[src/rtl/count_seq_ctrl.sv]
// count_seq_ctrl: start/pause/abort controlled 4-bit up-counter, one-shot or auto-reload.
// Latency: q, done and state update on the rising clk edge after the inputs are sampled;
//          busy is a decode of the registered state. No backpressure: inputs act every cycle.
// Ports:
//   clk       single clock, rising edge
//   reset     synchronous active-high reset
//   start     begin a run (honoured only in IDLE or DONE)
//   pause     level; freezes counting while high in RUN/PAUSE
//   abort     terminate the run and return to IDLE (no done pulse)
//   periodic  1 = reload to 0 at terminal count, 0 = stop in DONE; latched with start
//   limit     terminal count value; latched with start
//   q         registered count value
//   busy      high in RUN or PAUSE
//   done      one-cycle pulse following each terminal-count edge
//   state     FSM code: IDLE=00 RUN=01 PAUSE=10 DONE=11
module count_seq_ctrl (
   input  logic       clk,
   input  logic       reset,
   input  logic       start,
   input  logic       pause,
   input  logic       abort,
   input  logic       periodic,
   input  logic [3:0] limit,
   output logic [3:0] q,
   output logic       busy,
   output logic       done,
   output logic [1:0] state
);

   typedef enum logic [1:0] {
      IDLE  = 2'b00,
      RUN   = 2'b01,
      PAUSE = 2'b10,
      DONE  = 2'b11
   } state_t;

   state_t     cur;
   logic [3:0] limit_r;
   logic       periodic_r;

   always_ff @(posedge clk) begin
      if (reset) begin
         cur        <= IDLE;
         q          <= 4'd0;
         done       <= 1'b0;
         limit_r    <= 4'd0;
         periodic_r <= 1'b0;
      end else begin
         // done is a pulse: cleared every cycle unless a terminal count fires below
         done <= 1'b0;
         case (cur)
            IDLE: begin
               q <= 4'd0;
               if (start && !abort) begin
                  cur        <= RUN;
                  limit_r    <= limit;
                  periodic_r <= periodic;
               end
            end
            RUN: begin
               if (abort) begin
                  cur <= IDLE;
                  q   <= 4'd0;
               end else if (pause) begin
                  // pause outranks a terminal count landing in the same cycle
                  cur <= PAUSE;
               end else if (q != limit_r) begin
                  q <= q + 4'd1;
               end else begin
                  done <= 1'b1;
                  if (periodic_r) begin
                     q <= 4'd0;
                  end else begin
                     cur <= DONE;
                  end
               end
            end
            PAUSE: begin
               if (abort) begin
                  cur <= IDLE;
                  q   <= 4'd0;
               end else if (!pause) begin
                  // q is held on the resume edge; counting restarts on the next one
                  cur <= RUN;
               end
            end
            DONE: begin
               if (abort) begin
                  cur <= IDLE;
                  q   <= 4'd0;
               end else if (start) begin
                  cur        <= RUN;
                  q          <= 4'd0;
                  limit_r    <= limit;
                  periodic_r <= periodic;
               end
            end
            default: begin
               cur <= IDLE;
               q   <= 4'd0;
            end
         endcase
      end
   end

   assign busy  = (cur == RUN) || (cur == PAUSE);
   assign state = cur;

endmodule

[config.mk]
export PLATFORM = sky130hd
export DESIGN_NAME = count_seq_ctrl
export DESIGN_NICKNAME = d
export VERILOG_FILES = /design/src/rtl/count_seq_ctrl.sv
export SDC_FILE = /design/constraint.sdc
export NUM_CORES = 1
export LEC_CHECK = 0
export BUFFER_PORTS_ARGS = -buffer_cell sky130_fd_sc_hd__buf_4
export CORE_UTILIZATION = 51
export CTS_CLUSTER_DIAMETER = 60
export DETAILED_ROUTE_END_ITERATION = 8
export PLACE_DENSITY = 0.76
export SLEW_MARGIN = 20
export SYNTH_ARGS = -nofsm -noshare
export SYNTH_HDL_FRONTEND = slang
export SYNTH_SLANG_ARGS = --single-unit
[constraint.sdc]
create_clock -name clk -period 1.9 [get_ports clk]
set_clock_uncertainty 0.2 [all_clocks]
set_input_delay 0.19 -clock clk [delete_from_list [all_inputs] [get_ports clk]]
set_output_delay 0.19 -clock clk [all_outputs]
set_load 0.005 [all_outputs]
======== Word level (Yosys, flattened, before mapping) ========
Index checks and enable logic that the tools add are counted.
operators by class
  multipliers ............................. 0
  div/mod/pow operators ................... 0
  equality and inequality tests ........... 14
  magnitude comparators ................... 0
  shifts and indexed selects .............. 0
  reductions and logical operators ........ 9
  multiplexer cells ....................... 27
  bitwise gates (word level) .............. 1
  add/sub/neg operators ................... 1
operator list
  kind                   number
  $mux W4                10
  $mux W2                9
  $pmux W4 S4            1
  $ne A4 B4 Y1 const B   3
  $ne A3 B3 Y1 const B   3
  $ne A2 B2 Y1 const B   4
  $pmux W2 S4            1
  $pmux W4 S2            1
  $reduce_and A4 Y1      2
  $reduce_and A5 Y1      1
  $add A4 B1 Y4 const B  1
  $eq A2 B2 Y1 const B   2
  $mux W1                4
  $ne A4 B4 Y1           1
  $reduce_or A4 Y1       1
  $eq A2 B1 Y1 const B   1
  $logic_not A2 Y1       1
  $pmux W1 S2            1
  $reduce_bool A2 Y1     1
  $logic_and A1 B1 Y1    1
  $logic_not A1 Y1       1
  $logic_or A1 B1 Y1     1
  $not A1 Y1             1
word-level totals
  register bits ........................... 12
  bits in read-only memories .............. 0
  output and inout port bits .............. 8
  memories ................................ 0
  input bits .............................. 10
  latch bits .............................. 0
  word-level logic and storage cells ...... 57
  bits in writable memories ............... 0

======== Depth between registers and ports, before layout ========
Gate-level depths: netlist of run 1.
  depth in word-level cells ............... 5
  depth in mapped cells ................... 7
  depth with buffers taken out ............ 6

======== Worst setup path after synthesis of run 1 ========
Ideal clock, no wire load.
  kind .................................... register to register
  start point ............................. reg cur[1] (netlist: state[1])
  end point ............................... reg q[2]
  cell stages (with the launch flop) ...... 7
  buffers on the path ..................... 0
  setup slack ............................. 0.144 ns
  period minus slack after synthesis ...... 1.756 ns
  library setup time ...................... 0.079 ns
  arrival time ............................ 1.477 ns
  required time ........................... 1.621 ns
  cell sequence ........................... dfxtp_1 -> inv_1 -> ha_1 -> or3b_4 -> a41oi_2 -> nand4_1 -> o211ai_1
on the way
  cells in the longest elaborated chain, start to end .. 3
  elaborated cells on any way between the ends .. 10
  classes of those cells .................. eq/ne (7); mux (1); reduce/logical (2)
ends and longest elaborated chain
  element                                               line  RTL
  start, declared                                       37    state_t cur;
  start signal, assigned                                43    cur <= IDLE;
  start signal, assigned                                55    cur <= RUN;
  start signal, assigned                                62    cur <= IDLE;
  $eq A2 B1 Y1 or $eq A2 B2 Y1 (tied branches)          51    case (cur)
  $ne A4 B4 Y1 (no line), or another cell as far along  n/a
  $reduce_and A4 Y1 (no line)                           n/a
  end signal, assigned                                  68    q <= q + 4'd1;
  end, declared                                         24    output logic [3:0] q,
Several ways; a longest one is shown, not always the timed one.
A chain may end at the register's enable or synchronous reset.

======== Worst setup path after layout of run 1 ========
  start point ............................. in pause
  end point ............................... reg cur[1] (netlist: state[1])
on the way
  cells in the longest elaborated chain, start to end .. 3
  elaborated cells on any way between the ends .. 7
  classes of those cells .................. eq/ne (3); mux (3); reduce/logical (1)
ends and longest elaborated chain
  element               line  RTL
  start, declared       20    input logic pause,
  $mux W2               64    end else if (pause) begin
  $mux W2               61    if (abort) begin
  $pmux W2 S4           51
  end signal, assigned  55
  end signal, assigned  62
  end signal, assigned  66    cur <= PAUSE;
Several ways; a longest one is shown, not always the timed one.

==> impl_metrics.tcl, run 1 <==
set metrics [dict create \
    rr_startpoint "state[0]$_SDFFE_PP0P_" \
    track_usage_pct 26.9 \
    setup_viol 0 \
    routed_wl_mm 2.00 \
    p_leak_uw 0.000431 \
    grt_max_degree 11 \
    met1_usage_pct 32.5 \
    yosysSeqAreaShare_pct 31.2 \
    critPathMaxFanout 5 \
    ys_top_cells_by_area "dfxtp_1 (31%), ha_1 (9.7%), mux2i_1 (7.8%)" \
    syn_area_per_cell_sq_um 9.29 \
    drive_gt1_share_pct 36.3 \
    io_pins 18 \
    synth_cell_types 35 \
    num_vias 738 \
    htree_levels 1 \
    rows 13 \
    dp_hpwl_mm 1.29 \
    postSynthCellCount 83 \
    final_util_pct 81.1 \
    fmaxAchievable_mhz 537 \
    grt_util_met2_pct 44.9 \
    tns_ns 0 \
    cts_buffer_depth 2 \
    cts.sinks 12 \
    ys.flop_type "dfxtp_1" \
    coreArea_sq_um 1350 \
    path_clk_slew_ns 0.09 \
    status "complete, no violations" \
    nNetsFinal 130 \
    hold-worst-slack_ns 0.136 \
    dr.pass1.iters 4 \
    cts_made_buffers 3 \
    worstSetupStartpointType "input port" \
    yosysWarnings 0 \
    hold_viol 0 \
    floorplan.initialDensity_pct 57.1 \
    wl_per_cell_microns 15.6 \
    layout_min_cycle_time_ns 1.86 \
    netlist_top_cells_count "dfxtp_1 (12), nor2_1 (9), inv_1 (7)" \
    max_slew_margin_pct 71.5 \
    drc 0 \
    synth_top_area_share_pct 31.2 \
    hold_path_depth 3 \
    hold_start "abort" \
    cts_tree "yes" \
    ff2ff_path_depth 6 \
    die-area_sq_um 1670 \
    crit_path_start "pause" \
    ant_nets 0 \
    synth_top_cell_by_area "dfxtp_1" \
    grt_pass1_wl_mm 2.90 \
    yosysMostFrequentCell "dfxtp_1" \
    io_buffers 17 \
    worstSkewPairLatency_ns 0.28 \
    gp_congestion 0.872 \
    cts_root_buffer "clkbuf_4" \
    die_y_microns 40.9 \
    ir_drop_uv 467 \
    max_slew.worst_pin.slew_ns 0.426 \
    gr-max-usage-layer "met2" \
    path_class "in -> reg" \
    drt_iter0_drc 23 \
    powerDensity_nw_per_um2 687 \
    ys_ff_latch 12 \
    power_uw 752 \
    met3_usage_pct 10.9 \
    grt.overflow.total 0 \
    antenna_cells 0 \
    final_cells 128 \
    hold_path.class "in -> reg" \
    syn_nets 99 \
    via_per_inst 5.77 \
    period_share_pct 98.0 \
    max_cap_viol_count 0 \
    synth_edf_count 0 \
    slew_violations 0 \
    grt_pass1_vias 657 \
    antenna_found_initial 0 \
    dp.cells 116 \
    cp.arrival_ns 1.86 \
    required_ns 1.90 \
    async_flop_share_pct 0 \
    nFillCells 92 \
    die_w_microns 40.9 \
    end_kind "flip-flop" \
    synth_area_sq_um 771 \
    area_growth_pct 42.0 \
]
## per-layer routing
metal,vias up,routed length (microns)
li1,361,-
met1,356,934
met2,19,966
met3,2,84
met4,0,10
met5,-,0
## area by class of cell
cell class	instances	area, sq um	share of cell area [%]
Clock buffer	4	36.3	3.31
Multi-Input combinational cell	62	537	49.0
Sequential cell	12	243	22.2
Tap cell	15	18.8	1.71
Inverter	7	28.8	2.63
Timing Repair Buffer	28	231	21.1
## final timing paths
| path | to | slack (ns) |
|---|---|---|
| worst max register to register | state[0]$_SDFFE_PP0P_ | 0.10 |
| worst min-delay path | done$_SDFF_PP0_ | 0.14 |
| worst max-delay path | state[1]$_SDFFE_PP0P_ | 0.04 |
| worst min register to register | periodic_r$_SDFFE_PP0P_ | 0.31 |
## flip-flops by register name, indices dropped and copies added, names as in the netlist
| signal | flops |
|---|---|
| done | 1 |
| limit_r | 4 |
| periodic_r | 1 |
| q | 4 |
| state | 2 |
## power breakdown
| part | internal (uW) | switching (uW) | leakage, uW |
|---|---|---|---|
| Sequential | 268 | 16.3 | 0.0000982 |
| Combinational | 135 | 125 | 0.000312 |
| Clock | 117 | 90.9 | 0.0000210 |
## critical path: stages
cell	delay [ns]
dlygate4sd3_1	0.54
buf_4	0.16
nand2b_1	0.16
or2_2	0.31
a2111o_1	0.39
o211ai_1	0.11
## what timing repair did
item                                   4_1_cts  5_1_grt
resized for setup                            3       10
pin swaps                                    0        3
endpoints found under the hold margin        7        0
setup endpoints to repair                    8        6
hold buffers                                 7        0
setup buffers                                0        1
## cells by family (layout without fill, tap and decap cells)
kind of cell	after synthesis	in the layout	share of synthesized area [%]
compound gates	13	13	15.6
xor+xnor	4	4	4.54
fa+ha+maj	6	6	9.74
simple gates	33	33	25.7
mux	6	6	7.79
flops	12	12	31.2
buf+inv	9	39	5.52
## stage by stage
step	area, sq um	setup slack (ns)
2_1_floorplan	771	0.144
3_3_place_gp	923	0.0220
3_5_place_dp	923	-0.0178
4_1_cts	1040	0.0116
5_1_grt	1090	-0.0188
6_report	1090	0.0371
## layout by cell type, fill, tap and decap left out, drive strengths merged
master / instances
buf: 21
dfxtp: 12
nor2: 9
dlygate4sd3: 7
inv: 7
mux2i: 6
ha: 6
nand3: 4
xnor2: 4
nor2b: 4
clkbuf: 4
o211ai: 3
nor3: 3
nand4: 2
o21ai: 2
and4: 1
nand2b: 1
or2: 1
a21oi: 1
a2bb2oi: 1
or3b: 1
a2111o: 1
or4: 1
nor3b: 1
and2b: 1
nor4: 1
o31ai: 1
a211o: 1
a41oi: 1
nand3b: 1
and2: 1
o221a: 1
a2111oi: 1
nand2: 1
No activity file was read; power rests on OpenSTA's default activity.
==> run 2: changes to the inputs <==
Settings changed: ABC_AREA set to 1, BUFFER_PORTS_ARGS -buffer_cell sky130_fd_sc_hd__buf_4 to -buffer_cell sky130_fd_sc_hd__buf_2, CORE_UTILIZATION 51 to 50, PLACE_DENSITY 0.76 to 0.8.
==> run 2 against run 1 <==
Against the previous run:
- die area decreased by 3.9%
- flip-flop and latch count unchanged
- worst setup slack improved by 0.16 ns
- final cell count up 16%
- total power rose by 38%
- register-to-register slack improved by 0.10 ns
- hold slack lost 0.12 ns
==> impl_metrics.tcl, run 2 <==
set metrics [dict create \
    status "complete, no violations" \
    grt_max_degree 11 \
    routed_wl_mm 1.48 \
    synthAdderAreaFrac_pct 10.4 \
    syn_nets 127 \
    synth_edf_count 0 \
    async_flop_share_pct 0 \
    rr_startpoint "state[0]$_SDFFE_PP0P_" \
    coreArea_sq_um 1320 \
    grt_pass1_wl_mm 2.36 \
    ff2ff_path_depth 10 \
    end_kind "flip-flop" \
    dp.cells 143 \
    cts_tree "yes" \
    rsz0062_at_grt "no" \
    gp_congestion 0.832 \
    yosysSeqAreaShare_pct 33.2 \
    dp_hpwl_mm 1.15 \
    yosysWarnings 0 \
    required_ns 1.87 \
    cts_root_buffer "clkbuf_4" \
    io_buffers 17 \
    wl_per_cell_microns 9.92 \
    syn_area_per_cell_sq_um 6.53 \
    grt_pass1_vias 573 \
    final_cells 149 \
    hold_viol 0 \
    io_pins 18 \
    final_common_cell "nand2_1" \
    synth_top_cell_by_area "dfxtp_1" \
    postSynthCellCount 111 \
    period_share_pct 89.4 \
    path_class "reg -> reg" \
    die-area_sq_um 1610 \
    worstSetupStartpointType "flip-flop" \
    synth_area_sq_um 724 \
    drt_iter0_drc 12 \
    ys_top_cells_by_area "dfxtp_1 (33%), nand2_1 (16%), ha_1 (10%)" \
    htree_levels 1 \
    slew_violations 0 \
    synth_top_area_share_pct 33.2 \
    cp.arrival_ns 1.67 \
    grt.overflow.total 0 \
    die_y_microns 40.1 \
    worstSkewPairLatency_ns 0.27 \
    p_leak_uw 0.000467 \
    hold-worst-slack_ns 0.0122 \
    cts_setup_buffers 0 \
    netlist_top_cells_count "nand2_1 (30), nor2_1 (14), inv_1 (13)" \
    hold_start "limit[2]" \
    layout_min_cycle_time_ns 1.70 \
    synthMuxAreaShare_pct 0 \
    max_slew_margin_pct 83.0 \
    antenna_cells 0 \
    cts_made_buffers 3 \
    floorplan.initialDensity_pct 55.0 \
    max_cap_viol_count 0 \
    nNetsFinal 152 \
    hold_path.class "in -> reg" \
    synth_cell_types 16 \
    dr.pass1.iters 4 \
    cts_buffer_depth 2 \
    area_growth_pct 21.6 \
    ys_ff_latch 12 \
    ys.flop_type "dfxtp_1" \
    via_per_inst 4.86 \
    critPathMaxFanout 4 \
    die_w_microns 40.1 \
    synth_compound_area_share_pct 11.1 \
    drive_gt1_share_pct 21.6 \
    cts.sinks 12 \
    antenna_found_initial 0 \
    crit_path_start "state[0]$_SDFFE_PP0P_" \
    hold_path_depth 3 \
    ant_nets 0 \
    yosys.area_share.simple_pct 34.2 \
    fmaxAchievable_mhz 589 \
    synth_top_family_by_area "simple AND/OR/NAND/NOR gates" \
    num_vias 724 \
    ir_drop_uv 681 \
    track_usage_pct 22.8 \
    tns_ns 0 \
    max_slew.worst_pin.slew_ns 0.254 \
    rows 13 \
    yosysMostFrequentCell "nand2_1" \
    setup_viol 0 \
    drc 0 \
    path_clk_slew_ns 0.07 \
    final_cell_mix "nand2_1 (30), buf_2 (17), nor2_1 (14)" \
    synth-xor-area-share_pct 2.42 \
    powerDensity_nw_per_um2 1180 \
]
## run 2: cell types whose count changed in the layout (fill, tap and decap cells not counted), sizes merged, moves of 6 or more
cell / previous run / this run
a21oi: 1 / 10
nor2: 9 / 16
mux2i: 6 / 0
inv: 7 / 16
nand2: 1 / 33
## run 2: final timing paths
| path | endpoint | slack (ns) |
|---|---|---|
| setup / recovery | q[2]$_SDFFE_PP0P_ | 0.20 |
| hold / removal | limit_r[2]$_SDFFE_PP0P_ | 0.01 |
| setup reg to reg | q[2]$_SDFFE_PP0P_ | 0.20 |
| hold reg to reg | limit_r[3]$_SDFFE_PP0P_ | 0.28 |
## run 2: worst max-delay path: stages, from the launching register on
cell	delay (ns)
dfxtp_1	0.38
inv_1	0.11
ha_1	0.20
nand2_1	0.10
nand2_1	0.07
nor2_1	0.18
nand2_2	0.12
nand2_2	0.09
nand2_1	0.05
nand2_1	0.05
nor2_1	0.04
## run 2: cell type report
cell class,instances,area [sq um]
well taps,15,18.8
fillers,111,437
clock buffers,3,22.5
multi-input cells,82,420
inverters,17,63.8
flip-flops and latches,12,240
repair buffers,20,115
## run 2: repair_timing
item / CTS / global route
resized for setup: 0 / 1
hold buffers: 3 / 0
endpoints found under the setup margin: 0 / 2
hold endpoints to repair: 4 / 0
## run 2: cell families (layout without fill, tap and decap cells)
| family | count (synthesis) | count (layout) |
|---|---|---|
| adders and majority gates | 6 | 6 |
| xor gates and xnor gates | 2 | 2 |
| buffers and inverters | 17 | 40 |
| DFF | 12 | 12 |
| and+or+nand+nor | 58 | 58 |
| AOI/OAI and AO/OA | 16 | 16 |
## run 2: metrics by stage
stage | utilization [%] | cell area (sq um) | total power, uW | setup slack (ns)
2_1_floorplan | - | 724 | 748 | 0.342
4_1_cts | 66.9 | 881 | 1050 | 0.175
3_5_place_dp | 62.9 | 828 | 888 | 0.190
3_3_place_gp | 62.9 | 828 | 870 | 0.291
5_1_grt | 66.9 | 881 | 1160 | 0.00968
6_report | 66.9 | 881 | 1040 | 0.201
## run 2: layer usage
| layer | global-route usage, % | share of wire [%] | up-vias |
|---|---|---|---|
| li1 | - | - | 394 |
| met1 | 23.7 | 45 | 307 |
| met2 | 39.9 | 48 | 19 |
| met3 | 11.1 | 4.9 | 4 |
| met4 | 6.90 | 1.7 | 0 |
| met5 | 0 | 0 | - |
## run 2: report_power, final
group,total [uW],switching (uW),internal [uW]
Clock,149,76.0,73.2
Combinational,530,325,205
Sequential,360,51.8,308
==> run 3: changes to the inputs <==
Clock period 1.9 ns to 1.7 ns, I/O delays scaled along.
==> run 3 against run 2 <==
Against the previous run:
- count of clock-buffer cells in the layout stayed put
- critical path depth did not move
- non-clock buffer count up 3
- routed wire length fell by 1.8%
- sequential power increased by 13%
- flip-flop and latch count did not move
- final cell count increased by 2.0%
- final area is 4.3% higher
- worst setup slack worse by 0.054 ns
- utilization increased by 2.8 points
- highest routed layer unchanged
==> impl_metrics.tcl, run 3 (same netlist as run 2, synthesis figures left out) <==
set metrics [dict create \
    final_common_cell "nand2_1" \
    drt_iter0_drc 19 \
    cts_root_buffer "clkbuf_4" \
    track_usage_pct 22.0 \
    routed_wl_mm 1.45 \
    p_leak_uw 0.000483 \
    status "complete, no violations" \
    antenna_cells 0 \
    cts.sinks 12 \
    tns_ns 0 \
    rsz0062_at_grt "no" \
    max_slew_margin_pct 82.7 \
    worstSkewPairLatency_ns 0.27 \
    cts_tree "yes" \
    layout_min_cycle_time_ns 1.55 \
    io_pins 18 \
    end_kind "flip-flop" \
    area_growth_pct 26.8 \
    ff2ff_path_depth 10 \
    critPathMaxFanout 4 \
    antenna_found_initial 0 \
    r2r_setup_slack_ns 0.15 \
    final_cells 152 \
    rows 13 \
    ir_drop_uv 1020 \
    hold_viol 0 \
    grt_pass1_vias 595 \
    hold_path.class "in -> reg" \
    power_uw 1180 \
    wl_per_cell_microns 9.55 \
    num_vias 753 \
    nNetsFinal 155 \
    cp.arrival_ns 1.52 \
    dp.cells 144 \
    slew_violations 0 \
    grt.overflow.total 0 \
    required_ns 1.67 \
    hold_path_depth 3 \
    ant_nets 0 \
    path_class "reg -> reg" \
    final_cell_mix "nand2_1 (30), buf_2 (17), inv_1 (13), nor2_1 (13)" \
    cts_setup_buffers 0 \
    dr.pass1.iters 3 \
    coreArea_sq_um 1320 \
    io_buffers 17 \
    drive_gt1_share_pct 24.1 \
    fmaxAchievable_mhz 644 \
    die_w_microns 40.1 \
    cts_buffer_depth 2 \
    floorplan.initialDensity_pct 55.0 \
    period_share_pct 91.4 \
    die_y_microns 40.1 \
    max_cap_viol_count 0 \
    grt_pass1_wl_mm 2.33 \
    die-area_sq_um 1610 \
    gp_congestion 0.840 \
    drc 0 \
    max_slew.worst_pin.slew_ns 0.258 \
    htree_levels 1 \
    setup_viol 0 \
    dp_hpwl_mm 1.14 \
    powerDensity_nw_per_um2 1280 \
    grt_max_degree 11 \
    worstSetupStartpointType "flip-flop" \
    path_clk_slew_ns 0.07 \
    via_per_inst 4.95 \
    cts_made_buffers 3 \
]
## run 3: cell types whose count changed in the layout (fill, tap and decap cells not counted), sizes merged
| cell | before | now |
|---|---|---|
| buf | 17 | 18 |
| dlygate4sd3 | 3 | 5 |
## run 3: path summary, 6_finish.rpt
path / start / endpoint
setup / recovery: state[0]$_SDFFE_PP0P_ / q[2]$_SDFFE_PP0P_
hold / removal: periodic / periodic_r$_SDFFE_PP0P_
setup reg to reg: state[0]$_SDFFE_PP0P_ / q[2]$_SDFFE_PP0P_
hold reg to reg: limit_r[0]$_SDFFE_PP0P_ / limit_r[0]$_SDFFE_PP0P_
## run 3: critical path: stages, from the launching register on
cell	delay [ns]
dfxtp_2	0.35
inv_1	0.09
ha_1	0.20
nand2_1	0.09
nand2_1	0.09
nor2_4	0.11
nand2_2	0.09
nand2_2	0.08
nand2_1	0.05
nand2_1	0.05
nor2_1	0.04
## run 3: report_power, final
group	internal [uW]	switching (uW)	total [uW]
sequential	349	56.9	406
clock	81.9	88.8	171
combinational	235	367	602
total	666	513	1180
## run 3: metal layers
layer / GRT usage [%] / routed length [microns]
met1: 24.7 / 694
met2: 39.9 / 686
met3: 5.00 / 52
met4: 7.76 / 19
met5: 0 / 0
## run 3: area by class of cell
type                       instances  area, sq um
tap                               15         18.8
sequential                        12          243
fill                             122          399
inverter                          17         63.8
clock buffer                       3         22.5
multi-input combinational         82          428
timing repair buffer              23          143
## run 3: per-stage QoR
step / instance area (sq um) / util (%) / hold WS [ns] / setup WS, ns
finish: 918 / 69.7 / 0.000333 / 0.147
CTS: 908 / 68.9 / 0.0136 / 0.0143
global placement: 836 / 63.4 / 0.163 / 0.0965
global route: 918 / 69.7 / 0.0156 / 0.0111
detailed placement: 836 / 63.4 / 0.167 / 0.0286
floorplan: 724 / - / 0.0391 / 0.142
## run 3: repair_timing
| item | 4_1_cts | 5_1_grt |
|---|---|---|
| endpoints found under the setup margin | 0 | 11 |
| hold endpoints to repair | 6 | 0 |
| gates resized for setup | 0 | 5 |
| hold buffers | 5 | 0 |
